<file path="src/rtl/wb_arb_pkg.sv">
// -----------------------------------------------------------------------------
// wb_arb_pkg
// Shared definitions for the writeback port arbiter:
//   - writeback mux select encodings (one per requester)
//   - arbiter state enum
//   - the architectural zero register index
//   - helpers for walking requester indices in round-robin order
// -----------------------------------------------------------------------------
package wb_arb_pkg;

    localparam logic [1:0] SEL_ALU  = 2'b00;
    localparam logic [1:0] SEL_MEM  = 2'b01;
    localparam logic [1:0] SEL_LINK = 2'b10;

    localparam logic [4:0] REG_ZERO = 5'd0;

    // Burst counter width; large enough for MAX_BURST up to 15.
    localparam int CNT_W = 4;

    typedef enum logic [1:0] {
        IDLE,
        GRANT,
        BURST
    } arb_state_t;

    // Next requester index in the 0 -> 1 -> 2 -> 0 cycle.
    function automatic logic [1:0] rr_next(input logic [1:0] idx);
        return (idx == SEL_LINK) ? SEL_ALU : idx + 2'd1;
    endfunction

    // Requester index to writeback mux select.
    function automatic logic [1:0] idx_to_sel(input logic [1:0] idx);
        logic [1:0] s;
        case (idx)
            2'd0:    s = SEL_ALU;
            2'd1:    s = SEL_MEM;
            2'd2:    s = SEL_LINK;
            default: s = SEL_ALU;
        endcase
        return s;
    endfunction

endpackage

</file>
<file path="src/rtl/wb_port_arbiter_rr_pick3.sv">
// -----------------------------------------------------------------------------
// rr_pick3
// Combinational three-way round-robin picker. The search starts at the index
// after ptr and wraps, so ptr is the most recently served requester.
//
// Ports:
//   req   in  3  request vector
//   ptr   in  2  last served index (0..2)
//   gnt   out 3  one-hot grant (zero when nothing requests)
//   idx   out 2  index of the granted requester
//   found out 1  a grant was produced
// -----------------------------------------------------------------------------
module rr_pick3
    import wb_arb_pkg::*;
(
    input  logic [2:0] req,
    input  logic [1:0] ptr,
    output logic [2:0] gnt,
    output logic [1:0] idx,
    output logic       found
);

    logic [1:0] c1;
    logic [1:0] c2;
    logic [1:0] c3;

    assign c1 = rr_next(ptr);
    assign c2 = rr_next(c1);
    assign c3 = rr_next(c2);

    always_comb begin
        gnt   = '0;
        idx   = c1;
        found = 1'b0;
        if (req[c1]) begin
            gnt   = 3'b001 << c1;
            idx   = c1;
            found = 1'b1;
        end else if (req[c2]) begin
            gnt   = 3'b001 << c2;
            idx   = c2;
            found = 1'b1;
        end else if (req[c3]) begin
            gnt   = 3'b001 << c3;
            idx   = c3;
            found = 1'b1;
        end
    end

endmodule

</file>
<file path="src/rtl/wb_port_arbiter.sv">
// -----------------------------------------------------------------------------
// wb_port_arbiter
// Shares the register-file write port between three writeback requesters
// (0 = ALU, 1 = memory load, 2 = link/PC+8). Each cycle at most one requester
// is granted; all outputs are registered, so a request sampled at edge N is
// answered during cycle N+1.
//
// Default build: round-robin arbitration with an optional burst lock. A
// granted requester holding lock keeps the port for up to MAX_BURST
// consecutive grants, then yields to the next pending requester (if any).
//
// Build option WB_ARB_FIXED_PRIO_EN: fixed priority 1 > 0 > 2, no burst
// lock, busy tied low.
//
// Ports:
//   clk      in   1   rising-edge clock
//   rst      in   1   asynchronous active-high reset
//   req      in   3   per-requester write request, held until acked
//   lock     in   3   per-requester burst-lock hint (qualified by req)
//   addr0..2 in   AW  destination register per requester
//   ack      out  3   one-hot grant pulse
//   sel      out  2   writeback mux select (holds when no grant)
//   wr_en    out  1   register-file write enable (low for $zero)
//   wr_addr  out  AW  register-file write address
//   busy     out  1   burst lock in progress
// -----------------------------------------------------------------------------
module wb_port_arbiter
    import wb_arb_pkg::*;
#(
    parameter int N_REQ     = 3,
    parameter int MAX_BURST = 4,
    parameter int AW        = 5
) (
    input  logic             clk,
    input  logic             rst,
    input  logic [N_REQ-1:0] req,
    input  logic [N_REQ-1:0] lock,
    input  logic [AW-1:0]    addr0,
    input  logic [AW-1:0]    addr1,
    input  logic [AW-1:0]    addr2,
    output logic [N_REQ-1:0] ack,
    output logic [1:0]       sel,
    output logic             wr_en,
    output logic [AW-1:0]    wr_addr,
    output logic             busy
);

    arb_state_t state_q;
    arb_state_t state_d;

    logic [1:0]       ptr_q;     // last granted index
    logic [1:0]       ptr_d;
    logic [N_REQ-1:0] gnt;
    logic [1:0]       gidx;
    logic             any;

    logic [2:0]       pick_req;
    logic [1:0]       pick_ptr;
    logic [2:0]       pick_gnt;
    logic [1:0]       pick_idx;
    logic             pick_found;

    logic [AW-1:0]    gaddr;

    rr_pick3 u_pick (
        .req   (pick_req),
        .ptr   (pick_ptr),
        .gnt   (pick_gnt),
        .idx   (pick_idx),
        .found (pick_found)
    );

    always_comb begin
        case (gidx)
            2'd0:    gaddr = addr0;
            2'd1:    gaddr = addr1;
            2'd2:    gaddr = addr2;
            default: gaddr = addr0;
        endcase
    end

`ifdef WB_ARB_FIXED_PRIO_EN

    // Permute the request vector so that a round-robin search starting after
    // pointer 2 visits requester 1, then 0, then 2. The picked slot is mapped
    // back to the real requester index below.
    assign pick_req = {req[2], req[0], req[1]};
    assign pick_ptr = 2'd2;

    always_comb begin
        state_d = IDLE;
        gnt     = '0;
        gidx    = ptr_q;
        any     = 1'b0;
        if (pick_found) begin
            any     = 1'b1;
            state_d = GRANT;
            case (pick_idx)
                2'd0:    gidx = 2'd1;
                2'd1:    gidx = 2'd0;
                default: gidx = 2'd2;
            endcase
            gnt = 3'b001 << gidx;
        end
    end

    assign ptr_d = any ? gidx : ptr_q;

    logic busy_d;
    assign busy_d = 1'b0;

    logic unused_fixed;
    assign unused_fixed = ^{lock, pick_gnt};

`else

    logic [CNT_W-1:0] cnt_q;
    logic [CNT_W-1:0] cnt_d;
    logic             hold;
    logic             at_max;
    logic             force_rot;
    logic             busy_d;

    localparam logic [CNT_W-1:0] MAX_CNT = CNT_W'(MAX_BURST);

    // The burst owner is always the last granted index, so ptr_q names it.
    assign hold      = (state_q == BURST) && req[ptr_q] && lock[ptr_q];
    assign at_max    = (cnt_q == MAX_CNT);
    assign force_rot = hold && at_max;

    // On forced rotation the owner is masked out so the picker lands on the
    // next pending requester; if none is left the owner simply continues.
    assign pick_req = force_rot ? (req & ~(3'b001 << ptr_q)) : req;
    assign pick_ptr = ptr_q;

    always_comb begin
        state_d = IDLE;
        cnt_d   = '0;
        gnt     = '0;
        gidx    = ptr_q;
        any     = 1'b0;
        if (hold && !at_max) begin
            gnt     = 3'b001 << ptr_q;
            gidx    = ptr_q;
            any     = 1'b1;
            cnt_d   = cnt_q + 1'b1;
            state_d = BURST;
        end else if (force_rot) begin
            any = 1'b1;
            if (pick_found) begin
                gnt     = pick_gnt;
                gidx    = pick_idx;
                state_d = GRANT;
            end else begin
                gnt     = 3'b001 << ptr_q;
                gidx    = ptr_q;
                cnt_d   = CNT_W'(1);
                state_d = BURST;
            end
        end else if (pick_found) begin
            // Covers a fresh grant and also a burst owner that dropped req or
            // lock: the search resumes after the owner.
            gnt  = pick_gnt;
            gidx = pick_idx;
            any  = 1'b1;
            if (lock[pick_idx]) begin
                cnt_d   = CNT_W'(1);
                state_d = BURST;
            end else begin
                state_d = GRANT;
            end
        end
    end

    assign ptr_d  = any ? gidx : ptr_q;
    assign busy_d = (state_d == BURST);

    always_ff @(posedge clk or posedge rst) begin
        if (rst) begin
            cnt_q <= '0;
        end else begin
            cnt_q <= cnt_d;
        end
    end

`endif

    always_ff @(posedge clk or posedge rst) begin
        if (rst) begin
            state_q <= IDLE;
        end else begin
            state_q <= state_d;
        end
    end

    // Pointer resets to 2 so requester 0 is first in line.
    always_ff @(posedge clk or posedge rst) begin
        if (rst) begin
            ptr_q   <= 2'd2;
            ack     <= '0;
            sel     <= SEL_ALU;
            wr_en   <= 1'b0;
            wr_addr <= '0;
            busy    <= 1'b0;
        end else begin
            ptr_q <= ptr_d;
            ack   <= gnt;
            wr_en <= any && (gaddr != AW'(REG_ZERO));
            busy  <= busy_d;
            if (any) begin
                sel     <= idx_to_sel(gidx);
                wr_addr <= gaddr;
            end
        end
    end

endmodule

</file>
<file path="config.mk">
export PLATFORM = sky130hd
export DESIGN_NAME = wb_port_arbiter
export DESIGN_NICKNAME = d
export VERILOG_FILES = /design/src/rtl/wb_arb_pkg.sv /design/src/rtl/wb_port_arbiter_rr_pick3.sv /design/src/rtl/wb_port_arbiter.sv
export SDC_FILE = /design/constraint.sdc
export NUM_CORES = 1
export LEC_CHECK = 0
export CORE_UTILIZATION = 25
export DETAILED_ROUTE_END_ITERATION = 10
export GPL_TIMING_DRIVEN = 0
export PLACE_DENSITY = 0.45
export REMOVE_ABC_BUFFERS = 1
export SLEW_MARGIN = 0
export SYNTH_ARGS = -nofsm -noshare
export SYNTH_HDL_FRONTEND = slang
export SYNTH_SLANG_ARGS = --single-unit
</file>
<file path="constraint.sdc">
create_clock -name clk -period 2.8 [get_ports clk]
set_input_delay 0.56 -clock clk [delete_from_list [all_inputs] [get_ports clk]]
set_output_delay 0.56 -clock clk [all_outputs]
set_load 0.02 [all_outputs]
</file>
Word level (Yosys, flattened, before mapping)
Index checks and enable logic that the tools add are counted.
{ "word_totals": {"output_inout_bits": 12, "in_bits": 23, "elab_cells": 84, "register_bits": 20} }
{ "classes": {"shifts": 4, "n_reduce_logical": 7, "n_addsub": 4, "n_bitwise": 2, "n_lt_le_gt_ge": 5, "eq_ne": 8, "mux": 46} }
{ "op_table": {"columns": ["cell", "n"], "rows": [
  ["$mux 2", 13],
  ["$mux 3", 8],
  ["$lt 2x3->1 const B", 5],
  ["$mux 1", 15],
  ["$bmux 1 s2", 6],
  ["$eq 2x2->1 const B", 6],
  ["$shl 1x2->3 const A", 4],
  ["$pmux 5 s2", 1],
  ["$mux 4", 2],
  ["$add 2x1->2 const B", 3],
  ["$logic_and 1x1->1", 5],
  ["$reduce_bool 5->1", 1],
  ["$add 4x1->4 const B", 1],
  ["$eq 4x3->1 const B", 1],
  ["$pmux 2 s2", 1],
  ["$and 3x3->3", 1],
  ["$not 3->3", 1],
  ["$eq 2x1->1 const B", 1],
  ["$logic_not 1->1", 1]
]} }

Logic depth before layout (Yosys ltp)
Gate-level depths: netlist of the first run.
{ "depth": {"depth_word": 18, "depth_mapped": 14, "mapped_depth_nobuf": 14} }

Modules after synthesis
Synthesis of the first run repeated with hierarchy kept, for this count alone.
{ "unflattened": {"cells_unflattened": 125, "area_unflattened_um2": 1315.0} }
{ "by_module_without_submodules": {"columns": ["module", "n_inst", "area_each_um2", "seq_area_each_um2", "cells_per_inst"], "rows": [
  ["wb_port_arbiter", 1, 1208.7, 501.7, 106],
  ["rr_pick3", 1, 106.4, 0.0, 19]
]} }

Worst setup path before layout of the first run
Ideal clock, no wire load.
{ "synth_path": {"path_kind": "input to register", "from": "input req[1]", "to": "register wr_en", "path_stages": 12, "arrival_ns": 2.906, "setup_slack_ns": -0.245, "path_buffers": 3, "required_time_ns": 2.660, "setup_ns": 0.140, "path_cell_list": "buf_2 -> a2111oi_2 -> o311ai_2 -> and2_1 -> buf_4 -> mux2_4 -> ha_1 -> buf_1 -> nor2_1 -> a21oi_1 -> nor2b_1 -> a41oi_1"} }
{ "synth_between": {"elab_chain_len": 17, "word_cells_on_any_way": 30, "cone_classes": "eq/ne (2); mux (21); bitwise (1); reduce/logical (6)"} }
{ "synth_lines": {"columns": ["item", "line", "source"], "rows": [
  ["start: declaration", "wb_port_arbiter.sv:36", "input logic [N_REQ-1:0] req,"],
  ["$bmux 1 s2", "wb_port_arbiter.sv:127", "assign hold = (state_q == BURST) && req[ptr_q] && lock[ptr_q];"],
  ["$mux 1 (implied by the code)", "wb_port_arbiter.sv:127", null],
  ["$logic_and 1x1->1 (2 in series)", "wb_port_arbiter.sv:127", null],
  ["$logic_and 1x1->1", "wb_port_arbiter.sv:129", "assign force_rot = hold && at_max;"],
  ["$mux 3", "wb_port_arbiter.sv:133", "assign pick_req = force_rot ? (req & ~(3'b001 << ptr_q)) : req;"],
  ["$bmux 1 s2", "wb_port_arbiter_rr_pick3.sv:43", "end else if (req[c3]) begin"],
  ["$mux 1 (implied by the code)", "wb_port_arbiter_rr_pick3.sv:43", null],
  ["$mux 2 / $mux 1 (equally long branches)", "wb_port_arbiter_rr_pick3.sv:43", null],
  ["$mux 2 / $mux 1 (equally long branches)", "wb_port_arbiter_rr_pick3.sv:39", "end else if (req[c2]) begin"],
  ["$mux 2 / $mux 1 (equally long branches)", "wb_port_arbiter_rr_pick3.sv:35", "if (req[c1]) begin"],
  ["$mux 2", "wb_port_arbiter.sv:150, wb_port_arbiter.sv:160", null],
  ["$mux 2 (*)", "wb_port_arbiter.sv:142", "if (hold && !at_max) begin"],
  ["via gidx[1]", "wb_port_arbiter.sv:54", "logic [1:0] gidx;"],
  ["$eq 2x2->1 / $eq 2x1->1 (equally long branches)", "wb_port_arbiter.sv:74", "case (gidx)"],
  ["$pmux 5 s2 (*)", "wb_port_arbiter.sv:74", null],
  ["$reduce_bool 5->1 (*)", "wb_port_arbiter.sv:208", "wr_en <= any && (gaddr != AW'(REG_ZERO));"],
  ["$logic_and 1x1->1 (*)", "wb_port_arbiter.sv:208", null],
  ["end signal: assignment", "wb_port_arbiter.sv:208", null],
  ["end: declaration", "wb_port_arbiter.sv:43", "output logic wr_en,"]
]} }
The timed path passes the listed nets; every way through them passes the cells marked *. The select of a mux whose other input is x is not followed.
A chain may end at the register's enable or synchronous reset.

Worst setup path after layout of the first run
{ "layout_path": {"from": "register ptr_q[0] (netlist: pick_ptr[0])", "to": "register wr_en"} }
{ "layout_between": {"elab_chain_len": 17, "word_cells_on_any_way": 43, "cone_classes": "add/sub (3); eq/ne (5); shift (1); mux (26); bitwise (2); reduce/logical (6)"} }
{ "layout_lines": {"columns": ["item", "line", "source"], "rows": [
  ["start: declaration", "wb_port_arbiter.sv:51", "logic [1:0] ptr_q;"],
  ["start signal: assignment", "wb_port_arbiter.sv:206", "ptr_q <= ptr_d;"],
  ["$add 2x1->2, or another cell as far along", "wb_arb_pkg.sv:28", "return (idx == SEL_LINK) ? SEL_ALU : idx + 2'd1;"],
  ["$mux 2 / $mux 1 (equally long branches)", "wb_arb_pkg.sv:28, wb_port_arbiter.sv:127", null],
  ["$add 2x1->2, or another cell as far along", "wb_arb_pkg.sv:28", null],
  ["$mux 2 / $logic_and 1x1->1 (equally long branches)", "wb_arb_pkg.sv:28, wb_port_arbiter.sv:127", null],
  ["$add 2x1->2, or another cell as far along", "wb_arb_pkg.sv:28", null],
  ["$mux 2 / $mux 3 (equally long branches)", "wb_arb_pkg.sv:28, wb_port_arbiter.sv:133", null],
  ["$bmux 1 s2", "wb_port_arbiter_rr_pick3.sv:43", null],
  ["$mux 1 (implied by the code)", "wb_port_arbiter_rr_pick3.sv:43", null],
  ["$mux 2 / $mux 1 (equally long branches)", "wb_port_arbiter_rr_pick3.sv:43", null],
  ["$mux 2 / $mux 1 (equally long branches)", "wb_port_arbiter_rr_pick3.sv:39", null],
  ["$mux 2 / $mux 1 (equally long branches)", "wb_port_arbiter_rr_pick3.sv:35", null],
  ["$mux 2", "wb_port_arbiter.sv:150, wb_port_arbiter.sv:160", null],
  ["$mux 2", "wb_port_arbiter.sv:142", null],
  ["$eq 2x2->1 / $eq 2x1->1 (equally long branches)", "wb_port_arbiter.sv:74", null],
  ["$pmux 5 s2", "wb_port_arbiter.sv:74", null],
  ["$reduce_bool 5->1", "wb_port_arbiter.sv:208", null],
  ["$logic_and 1x1->1 (*)", "wb_port_arbiter.sv:208", null]
]} }
Mark *: on every way between the ends. The rest lies on a longest branch, timed or not. The select of a mux whose other input is x is not followed.

==> results of run 1 <==
-- per-stage QoR --
| stage | power [uW] | instance area (um2) | setup WS (ns) |
|---|---|---|---|
| after detailed placement | 1470 | 1720 | -1.34 |
| final | 2080 | 2040 | 0.0659 |
| after CTS | 1990 | 1980 | 0.0144 |
| after global routing | 2230 | 2040 | -0.0260 |
| after floorplan | 1140 | 1290 | -0.0927 |
| after global placement | 1460 | 1720 | -1.42 |
-- cell families (layout without fill, tap and decap cells) --
| logic type | after synthesis | in the layout | synth area share (%) |
|---|---|---|---|
| compound gates | 41 | 41 | 24.1 |
| simple gates | 47 | 47 | 18.4 |
| xor+xnor | 2 | 2 | 1.31 |
| mux | 6 | 6 | 6.17 |
| buf+inv | 17 | 62 | 6.07 |
| fa+ha+maj | 7 | 7 | 6.45 |
| flops | 20 | 20 | 37.5 |
-- layout by cell type (no fill, tap or decap), types with 2 or more instances in the layout --
master           count
a22oi_1              4
clkdlybuf4s50_1     30
nand3_1              2
a21oi_1              5
ha_1                 4
clkbuf_8             3
a22oi_2              2
inv_2                4
nor3_1               2
ha_4                 2
o41ai_1              3
o311ai_4             2
a21oi_2              2
and2_4               2
o21ai_0              7
nor3_4               2
nor2b_1              3
nand2_1              9
buf_4               15
nor2_1              12
and2_1               3
inv_1                5
nand2b_1             2
buf_2                2
mux2_2               3
dfrtp_1             18
-- layout make-up --
| class | count | area [um2] | share of cell area [%] |
|---|---|---|---|
| Inverter | 9 | 33.8 | 1.66 |
| Multi-Input combinational cell | 103 | 905 | 44.4 |
| Clock inverter | 1 | 30.0 | 1.47 |
| Clock buffer | 3 | 41.3 | 2.03 |
| Sequential cell | 20 | 503 | 24.7 |
| Timing Repair Buffer | 49 | 437 | 21.4 |
| Tap cell | 70 | 87.6 | 4.30 |
-- routing by layer --
| metal | part of all wire, % | vias up | GRT usage (%) | routed length, um |
|---|---|---|---|---|
| li1 | - | 593 | - | - |
| met1 | 43 | 616 | 16.0 | 1540 |
| met2 | 54 | 29 | 25.1 | 1940 |
| met3 | 2.2 | 2 | 0.803 | 79 |
| met4 | 1.1 | 0 | 4.94 | 38 |
| met5 | 0 | - | 0 | 0 |
-- Yosys cell counts, drive strengths merged, types with 2 or more instances --
| master | n | share of area, % |
|---|---|---|
| a21boi | 3 | 2.2 |
| nor2 | 13 | 3.6 |
| nand2 | 10 | 2.8 |
| ha | 6 | 5.6 |
| dfrtp | 19 | 36 |
| nand2b | 3 | 1.6 |
| clkbuf | 2 | 0.56 |
| o311ai | 2 | 2.4 |
| nor4 | 2 | 0.93 |
| nor2b | 4 | 1.9 |
| nand3 | 2 | 0.75 |
| buf | 6 | 3.0 |
| a21oi | 8 | 3.0 |
| and2 | 5 | 2.5 |
| o41ai | 3 | 2.0 |
| inv | 9 | 2.5 |
| mux2 | 5 | 4.5 |
| nor3 | 4 | 1.9 |
| o21ai | 8 | 3.0 |
| a22oi | 6 | 3.4 |
-- path summary, 6_finish.rpt --
check                            startpoint          end  slack [ns]  cells after the start
worst max-delay path            pick_ptr[0]        wr_en        0.07                     12
worst min-delay path             wr_addr[4]   wr_addr[4]        0.49                      2
worst max register to register  pick_ptr[0]        wr_en        0.07                     12
worst min register to register   wr_addr[4]   wr_addr[4]        0.49                      2
max in group asynchronous               rst  pick_ptr[0]        1.50                      2
min in group asynchronous               rst   wr_addr[1]        0.75                      2
-- state kept, by name (all words and copies together), names as in the netlist --
register / flops
ack: 3
busy: 1
cnt_q: 4
pick_ptr: 2
sel: 2
state_q: 2
wr_addr: 5
wr_en: 1
-- timing repair --
item | 4_1_cts | 5_1_grt
hold endpoints to repair | 0 | 0
hold buffers | 0 | 0
buffers inserted | 13 | 2
pin swaps | 8 | 5
gates resized for setup | 26 | 16
gates cloned | 0 | 0
setup endpoints to repair | 11 | 4
-- power breakdown --
part | internal (uW) | leakage [uW] | switching [uW]
Sequential | 415 | 0.000246 | 83.1
Combinational | 640 | 0.000530 | 652
Clock | 191 | 0.0000357 | 101
Total | 1250 | 0.000812 | 836
-- critical path, cell delays in order (launching register included) --
cell,delay [ns]
dfrtp_2,0.55
nand2b_2,0.14
nor3_1,0.41
o311ai_4,0.16
and2_4,0.20
mux2i_4,0.19
buf_4,0.17
ha_4,0.17
a22oi_2,0.16
nor2_1,0.08
a21oi_2,0.12
nor2b_1,0.14
a41oi_1,0.11
==> flow_summary.yaml, run 1 <==
timing:
  worstMarginPinSlew_ns: 0.798
  drv_slew: 0
  finalSetupViolations: 0
  hold_ws_ns: 0.493
  finalCritPeriodShare_pct: 97.6
  tns_ns: 0
  hold_viol_final: 0
  finalCriticalPeriod_ns: 2.73
  max_freq_ghz: 0.366
  slew_headroom_pct: 46.7
  skew_ns: 0.00765
placement:
  place_congestion: 0.810
  port_buffers: 34
  dp.cells: 236
  hpwlAfterDp_mm: 2.40
layout:
  areaGrowthSynthToFinish_pct: 52.1
  fillerInstances: 537
  final_util_pct: 39.6
  stdcell_count: 255
  finalNetCount: 215
  n_antenna_cell: 0
  final_layout_size_suffix_gt1_share_pct: 31.4
hold_path:
  worstHoldPathType: "register to register"
logic_synthesis:
  ys_ff_latch: 20
  synth_edf_count: 0
  synth_warnings: 0
  synth_ff_type: "dfrtp_1"
  ys_seq_area_share_pct: 37.5
  synthDistinctLibCells: 50
  syn_area_per_cell_um2: 9.56
  synthArstFlopShare_pct: 100
  synth_area_um2: 1340
  syn-instance-count: 140
clock_network:
  cts_tree: "done"
  cts-root-buf: "clkbuf_8"
  cts.clk_slew.worst_paths_ns: 0.08
  insertion_delay_ns: 0.26
  cts.sink_count: 20
  cts_buffers: 3
  clock_path_buffers: 2
  htreeDepth: 1
status:
  outcome: "finished, final reports clean"
routing:
  drt-initial-drc-count: 59
  dr.pass1.iters: 6
  vias: 1240
  postRouteAntennaNets: 0
  wl_per_cell_um: 14.1
  drt-total-wl_mm: 3.59
  vias_per_cell: 4.86
  drc: 0
critical_path:
  required_ns: 2.93
  cp_max_fo: 11
  cp_data_arrival_time_ns: 2.87
  critPathCaptureType: "register"
  critPathKind: "register to register"
  cp-start-kind: "register"
die:
  die_w_um: 75.2
  rows: 26
  ios: 35
  dieHeight_um: 75.2
  core-area_um2: 5140
  initial_core_util_pct: 26.0
  die-area_um2: 5650
global_routing:
  antenna_found_initial: 0
  gr-total-overflow: 0
  grt_pass1_vias: 1238
  grt_pass1_wl_mm: 5.75
  grt_use_total_pct: 13.4
  grt_max_degree: 21
power:
  ir_worst_vdd_mv: 0.448
  power.density_nw_per_um2: 1020
  power.leakage_uw: 0.000812
flow_run:
  maxCapViolations: 0
Note: power is estimated with default switching activity, not from simulation.
==> inputs of run 2 (changes only) <==
PLACE_DENSITY = 0.57   (was 0.45)
SLEW_MARGIN = default   (was 0)
==> flow_summary.yaml, run 2 (synthesis gave the netlist of run 1 again) <==
status:
  outcome: "finished, final reports clean"
power:
  ir_worst_vdd_mv: 0.317
  total_power_uw: 2100
  power.density_nw_per_um2: 1010
  power.leakage_uw: 0.000846
die:
  die_w_um: 75.2
  initial_core_util_pct: 26.0
  dieHeight_um: 75.2
  die-area_um2: 5650
  core-area_um2: 5140
  rows: 26
  ios: 35
clock_network:
  holdBufCountCts: 0
  cts.clk_slew.worst_paths_ns: 0.08
  htreeDepth: 1
  clock_path_buffers: 2
  cts_buffers: 3
  cts_tree: "done"
  cts.sink_count: 20
  cts-root-buf: "clkbuf_8"
  insertion_delay_ns: 0.27
timing:
  finalCritPeriodShare_pct: 97.4
  drv_slew: 0
  finalCriticalPeriod_ns: 2.73
  hold_ws_ns: 0.490
  slew_headroom_pct: 50.7
  max_freq_ghz: 0.367
  finalSetupViolations: 0
  hold_viol_final: 0
  worstMarginPinSlew_ns: 0.738
  rsz0062_at_grt: "yes"
  skew_ns: 0.00601
critical_path:
  cp_data_arrival_time_ns: 2.86
  cp_max_fo: 10
  critPathCaptureType: "register"
  slowest_delay_ns: 0.60
  path_cells: "buf_4, a21oi_4, o22ai_4, o311ai_4, and2_4, mux2_4, ha_4, nor2_1, a21oi_2, nor2b_2, a41oi_1"
  critPathKind: "register to register"
  cp_slowest_cell: "dfstp_2"
  required_ns: 2.93
  cp-start-kind: "register"
global_routing:
  grt_pass1_wl_mm: 5.70
  grt_pass1_vias: 1240
  grt_max_degree: 21
  gr-total-overflow: 0
  grt_use_total_pct: 13.3
  antenna_found_initial: 0
routing:
  drc: 0
  postRouteAntennaNets: 0
  vias_per_cell: 4.73
  wl_per_cell_um: 13.4
  drt-total-wl_mm: 3.45
  drt-initial-drc-count: 43
  dr.pass1.iters: 5
  vias: 1215
placement:
  place_area_um2: 1720
  place_congestion: 0.763
  hpwlAfterDp_mm: 2.26
  port_buffers: 34
layout:
  fin_area_um2: 2080
  areaGrowthSynthToFinish_pct: 55.3
  largest_reg_flops: 5
  regMostFlops: "wr_addr"
  finalNetCount: 217
  final_layout_size_suffix_gt1_share_pct: 33.7
  multiInputGateArea_um2: 915
  final_cell_mix: "28 x clkdlybuf4s50_1, 18 x dfrtp_1, 16 x buf_4"
  mostFrequentLayoutCell: "clkdlybuf4s50_1"
  final_util_pct: 40.5
  reg_top3: "wr_addr: 5 flops, cnt_q: 4 flops, ack: 3 flops"
  fillerInstances: 521
  regArea_um2: 503
  n_antenna_cell: 0
hold_path:
  worstHoldPathType: "register to register"
flow_run:
  maxCapViolations: 0
==> run 2: per-stage QoR <==
stage	TNS, ns	worst slack [ns]	std cells
2_1_floorplan	-0.111	-0.0927	132
6_report	0	0.0729	257
5_1_grt	-0.0625	-0.0625	257
3_3_place_gp	-10.74	-1.39	236
4_1_cts	0	0.00878	251
3_5_place_dp	-10.66	-1.41	236
==> run 2: power by group <==
| group | internal [uW] | switching [uW] | total (uW) |
|---|---|---|---|
| Combinational | 650 | 650 | 1300 |
| Clock | 191 | 104 | 295 |
| Sequential | 415 | 91.3 | 507 |
==> run 2: worst max-delay path: cells and delay by family, from the launching register on <==
family | cells | cell delay, ns
AOI/OAI and AO/OA | 5 | 0.73
and+or+nand+nor | 3 | 0.44
DFF | 1 | 0.60
muxes | 1 | 0.33
buffers and inverters | 1 | 0.14
adders and majority gates | 1 | 0.33
==> run 2: timing repair <==
| action | CTS | global route |
|---|---|---|
| pin swaps | 9 | 7 |
| setup buffers | 11 | 6 |
| setup endpoints to repair | 9 | 4 |
| resized for setup | 33 | 18 |
| cloned | 0 | 0 |
==> run 2: cell type report <==
type,instances,share of cell area (%)
Multi-Input combinational cell,103,44.0
Inverter,9,1.62
Tap cell,70,4.21
Clock buffer,3,1.99
Clock inverter,1,1.44
Sequential cell,20,24.2
Timing Repair Buffer,51,22.6
==> run 2: routing by layer <==
metal / wire, um / up-vias / part of all wire, % / GRT usage, %
met5: 0 / - / 0 / 0
met4: 28 / 0 / 0.81 / 3.91
met3: 99 / 6 / 2.9 / 2.54
met2: 1760 / 20 / 51 / 22.8
met1: 1560 / 588 / 45 / 17.0
li1: - / 601 / - / -
==> run 2: path summary, 6_finish.rpt <==
| check | from | end | slack, ns | depth (start not counted) |
|---|---|---|---|---|
| max in group asynchronous | rst | pick_ptr[0] | 1.57 | 2 |
| worst max-delay path | pick_ptr[1] | wr_en | 0.07 | 11 |
| worst min register to register | wr_addr[4] | wr_addr[4] | 0.49 | 2 |
| min in group asynchronous | rst | state_q[1] | 0.72 | 2 |
| worst max register to register | pick_ptr[1] | wr_en | 0.07 | 11 |
| worst min-delay path | wr_addr[4] | wr_addr[4] | 0.49 | 2 |
